### config.mk
export PLATFORM = sky130hd
export DESIGN_NAME = if_fetch
export DESIGN_NICKNAME = d
export VERILOG_FILES = /design/src/rtl/if_fetch.sv
export SDC_FILE = /design/constraint.sdc
export NUM_CORES = 1
export LEC_CHECK = 0
export ABC_AREA = 1
export CORE_MARGIN = 3
export CORE_UTILIZATION = 43
export DETAILED_ROUTE_END_ITERATION = 16
export GPL_ROUTABILITY_DRIVEN = 0
export HOLD_SLACK_MARGIN = 0.06
export PLACE_DENSITY = 0.76
export SYNTH_ARGS = -nofsm -noshare
export SYNTH_HDL_FRONTEND = slang
export SYNTH_SLANG_ARGS = --single-unit
### constraint.sdc
create_clock -name clk -period 1.6 [get_ports clk]
set_clock_uncertainty 0.1 [all_clocks]
set_input_delay 0.4 -clock clk [delete_from_list [all_inputs] [get_ports clk]]
set_output_delay 0.4 -clock clk [all_outputs]
set_load 0.005 [all_outputs]
### src/rtl/if_fetch.sv
// Instruction-fetch stage: owns the PC, drives a 1-cycle synchronous instruction
// memory and presents {pc, instr, valid} to the IF/ID register.
module if_fetch #(
    parameter logic [31:0] RESET_PC = 32'h0000_0000,
    parameter int unsigned PC_STEP  = 4,
    parameter int unsigned IMEM_AW  = 10
) (
    input  logic               clk,
    input  logic               reset,
    input  logic               PCWrite,
    input  logic               Branch,
    input  logic [31:0]        BranchTarget,
    output logic               imem_en,
    output logic [IMEM_AW-1:0] imem_addr,
    input  logic [31:0]        imem_rdata,
    output logic [31:0]        pc_out,
    output logic [31:0]        instr_out,
    output logic               valid_out
);

    localparam logic [31:0] STEP = 32'(PC_STEP);

    typedef enum logic [1:0] {
        BOOT,
        RUN,
        STALL,
        REDIRECT
    } state_t;

    state_t      state, state_nxt;
    logic [31:0] fetch_pc, fetch_pc_nxt;
    logic [31:0] issue_pc, issue_pc_nxt;
    logic [31:0] hold_instr, hold_instr_nxt;
    logic        use_hold, use_hold_nxt;
    logic        valid_nxt;
    logic [31:0] target_aligned;
    logic        unused_target_bits;

    assign target_aligned     = {BranchTarget[31:2], 2'b00};
    assign unused_target_bits = ^BranchTarget[1:0];

    // State and datapath registers
    always_ff @(posedge clk) begin
        if (reset) begin
            state      <= BOOT;
            fetch_pc   <= RESET_PC;
            issue_pc   <= 32'h0;
            hold_instr <= 32'h0;
            use_hold   <= 1'b0;
            valid_out  <= 1'b0;
        end else begin
            state      <= state_nxt;
            fetch_pc   <= fetch_pc_nxt;
            issue_pc   <= issue_pc_nxt;
            hold_instr <= hold_instr_nxt;
            use_hold   <= use_hold_nxt;
            valid_out  <= valid_nxt;
        end
    end

    // Next-state, datapath update and memory enable
    always_comb begin
        state_nxt      = state;
        fetch_pc_nxt   = fetch_pc;
        issue_pc_nxt   = issue_pc;
        hold_instr_nxt = hold_instr;
        use_hold_nxt   = use_hold;
        valid_nxt      = valid_out;
        imem_en        = 1'b0;

        case (state)
            BOOT: begin
                imem_en      = 1'b1;
                issue_pc_nxt = fetch_pc;
                fetch_pc_nxt = fetch_pc + STEP;
                valid_nxt    = 1'b1;
                state_nxt    = RUN;
            end
            RUN, STALL: begin
                if (PCWrite) begin
                    // Resuming from STALL must issue the read it skipped
                    imem_en      = 1'b1;
                    use_hold_nxt = 1'b0;
                    if (Branch) begin
                        fetch_pc_nxt = target_aligned;
                        valid_nxt    = 1'b0;
                        state_nxt    = REDIRECT;
                    end else begin
                        issue_pc_nxt = fetch_pc;
                        fetch_pc_nxt = fetch_pc + STEP;
                        valid_nxt    = 1'b1;
                        state_nxt    = RUN;
                    end
                end else begin
                    if (!use_hold) begin
                        hold_instr_nxt = imem_rdata;
                        use_hold_nxt   = 1'b1;
                    end
                    state_nxt = STALL;
                end
            end
            REDIRECT: begin
                imem_en = 1'b1;
                if (PCWrite) begin
                    issue_pc_nxt = fetch_pc;
                    fetch_pc_nxt = fetch_pc + STEP;
                    valid_nxt    = 1'b1;
                    state_nxt    = RUN;
                end
            end
            default: state_nxt = BOOT;
        endcase
    end

    assign imem_addr = fetch_pc[IMEM_AW+1:2];
    assign pc_out    = issue_pc;
    assign instr_out = !valid_out ? 32'h0 : (use_hold ? hold_instr : imem_rdata);

endmodule

==> out/metrics.yaml <==
cts_made_buffers: 9
cts.sink_count: 96
detailedRoute.firstIterationViolations: 1030
max_stage_delay_ns: 0.41
synth.lib_cells_used.distinct: 26
drt_first_pass_iters: 7
peakVddDrop_uv: 1360
timing.final.max_slew_violations: 0
vias: 7185
timing.critical_path.arrival_ns: 1.71
final_common_cell: "sky130_fd_sc_hd__nand2_1"
setup-violations-final: 123
timing.critical_path.max_delay_family: "buffers and inverters"
syn-cell-area_mm2: 0.00498
power.density_mw_per_mm2: 1220
grt_antenna_before_repair: 1
cpMostUsedCell: "sky130_fd_sc_hd__buf_12"
slowest_stage_cell_cp: "sky130_fd_sc_hd__dfxtp_4"
cts_hold_buffers: 0
finish.utilization_pct: 83.3
antennaDiodeCount: 0
design_power_total_mw: 11.2
layout.cells.non_filler: 1150
worst-path-buf-inv: 4
crit_required_ns: 1.10
clock_tree.buffer_depth: 2
layout_setup_ws_ns: -0.614
fp.dieH_um: 114
fillerInstances: 518
violations_in_the_final_reports: "setup timing"
avgRoutedWirePerCell_um: 23.0
die_area_mm2: 0.0129
grt_use_total_pct: 25.7
grt_pass1_wl_mm: 27.1
synth_area_leaders: "sky130_fd_sc_hd__dfxtp_1 (39%), sky130_fd_sc_hd__nand2_1 (12%), sky130_fd_sc_hd__nor2_1 (11%)"
crit_path_start_kind: "register"
totalWireLength_mm: 26.4
ant_nets: 0
crit_fanout: 6
outcome: "finished, violations left"
start_util_pct: 45.0
io-pin-count: 144
final_min_period_over_clock_period_pct: 138
worstHoldPathType: "register to register"
post_layout_min_period_ns: 2.21
final.setup.tns_ns: -35.44
routed_via_density: 6.25
dpl-instance-area_mm2: 0.00706
hold_violations: 0
clk_transition_reported_paths_ns: 0.08
rows: 38
cts_tree: "built"
regArea_mm2: 0.00196
drive_above_1_share_pct: 38.2
synth.yosys.seq_area_share_pct: 38.6
hpwl_mm: 11.7
grt_pass1_vias: 5553
ff_latch_count_synth: 96
io_buffers: 139
grt_start_max_net_pins: 65
floorplan.core_area_mm2: 0.0111
crit_type: "register to primary output"
numPlacedInstances: 1060
synth-warning-count: 0
leakage_nw: 3.81
timing.fmax_mhz: 452
multi_input_area_mm2: 0.00358
maxCapViolations: 0
endpoint_kind: "primary output"
synth_largest_type_area_fraction_pct: 38.6
fin_area_mm2: 0.00923
final_net_count: 1075
yosys.area.top_type: "sky130_fd_sc_hd__dfxtp_1"
layout_common_cells: "sky130_fd_sc_hd__nand2_1 (137), sky130_fd_sc_hd__buf_4 (100), sky130_fd_sc_hd__nor2_1 (97), sky130_fd_sc_hd__dfxtp_1 (81), sky130_fd_sc_hd__clkdlybuf4s50_1 (65)"
drcViolationCount: 0
cts_root_buf: "sky130_fd_sc_hd__clkbuf_16"
crit_path_cell_trace: "buf_12 -> buf_12 -> buf_6 -> mux2i_4 -> nor2_1 -> buf_2"
cts-htree-levels: 3
die-width_um: 114
grt_setup_unrepaired: "yes"
clk_latency_ns: 0.37
synth.avg_cell_area_um2: 6.67
grt_overflow: 0
areaGrowthSynthToFinish_pct: 85.3
syn_inst: 747
==> worst min-delay path, delay by kind of cell, from the launching register on <==
kind / cells / cell delay (ns)
AND/OR/NAND/NOR: 2 / 0.14
flip-flops: 1 / 0.34
==> what timing repair did <==
item,in CTS,in global routing
cloned,1,14
setup buffers,15,45
pin swaps,11,55
resized for setup,180,296
setup endpoints to repair,165,120
==> cells in the mapped netlist <==
master                     instances
sky130_fd_sc_hd__inv_2             4
sky130_fd_sc_hd__a21oi_1          85
sky130_fd_sc_hd__nor2_4            1
sky130_fd_sc_hd__nand2_1         154
sky130_fd_sc_hd__conb_1            1
sky130_fd_sc_hd__dfxtp_1          96
sky130_fd_sc_hd__nor2_2            6
sky130_fd_sc_hd__buf_1             2
sky130_fd_sc_hd__inv_1            41
sky130_fd_sc_hd__mux2i_1          32
sky130_fd_sc_hd__nand2_2           1
sky130_fd_sc_hd__o21ai_1           7
sky130_fd_sc_hd__buf_2            14
sky130_fd_sc_hd__nor2_1          140
sky130_fd_sc_hd__or2_1             1
sky130_fd_sc_hd__a211oi_1          1
sky130_fd_sc_hd__o21ai_0          85
sky130_fd_sc_hd__o31ai_1           2
sky130_fd_sc_hd__nand2_4           1
sky130_fd_sc_hd__buf_4            13
sky130_fd_sc_hd__o211ai_1          4
sky130_fd_sc_hd__nand3_1          20
sky130_fd_sc_hd__nor3_1            2
sky130_fd_sc_hd__ha_1              2
sky130_fd_sc_hd__clkbuf_1         24
sky130_fd_sc_hd__nand4_1           8
==> cells by family (layout without fill, tap and decap cells) <==
logic type / after synthesis / in the layout / share of synthesized area, %
DFF: 96 / 96 / 38.6
AOI/OAI and AO/OA: 184 / 184 / 18.8
other: 1 / 2 / 0.0753
muxes: 32 / 32 / 6.43
and+or+nand+nor: 334 / 334 / 26.8
adders and majority gates: 2 / 2 / 0.502
buffers and inverters: 98 / 360 / 8.72
==> through the flow <==
stage | hold WS, ns | setup WS (ns)
after floorplan | 0.357 | -0.0104
after global placement | 0.362 | -0.495
after detailed placement | 0.372 | -0.520
after CTS | 0.382 | -0.612
after global routing | 0.428 | -0.612
final | 0.409 | -0.614
==> layer usage <==
layer | share of wire, % | global-route usage (%) | wire, um | vias up
met4 | 8.4 | 12.2 | 2220 | 2
met2 | 46 | 42.9 | 12300 | 711
met3 | 11 | 3.13 | 2900 | 232
met5 | 0.061 | 0 | 16 | -
li1 | - | - | - | 2966
met1 | 34 | 33.1 | 9010 | 3274
==> power breakdown <==
group	switching (mW)	internal, mW
clock network	1.04	1.42
registers	0.554	2.88
logic	2.66	2.68
==> registers in the layout (all words and copies together), names as in the netlist <==
name and count:
fetch_pc 30, hold_instr 32, pc_out 30, state 2
use_hold 1, valid_out 1
==> area by class of cell <==
type	instances	area share (%)
Multi-Input combinational cell	554	38.8
Sequential cell	96	21.2
Inverter	45	2.10
Tap cell	140	1.90
Clock buffer	12	2.67
Timing Repair Buffer	299	32.4
Clock inverter	4	0.827
==> final timing paths <==
| path | startpoint | to | slack [ns] | cells after the start |
|---|---|---|---|---|
| worst min-delay path | pc_out[6]$_SDFFE_PP0P_ | pc_out[6]$_SDFFE_PP0P_ | 0.41 | 2 |
| worst max-delay path | use_hold$_SDFFE_PP0N_ | instr_out[9] | -0.61 | 6 |
| worst min register to register | pc_out[6]$_SDFFE_PP0P_ | pc_out[6]$_SDFFE_PP0P_ | 0.41 | 2 |
| worst max register to register | state[1]$_SDFFE_PP0N_ | pc_out[18]$_SDFFE_PP0P_ | -0.50 | 9 |
No activity file was read; power rests on OpenSTA's default activity.
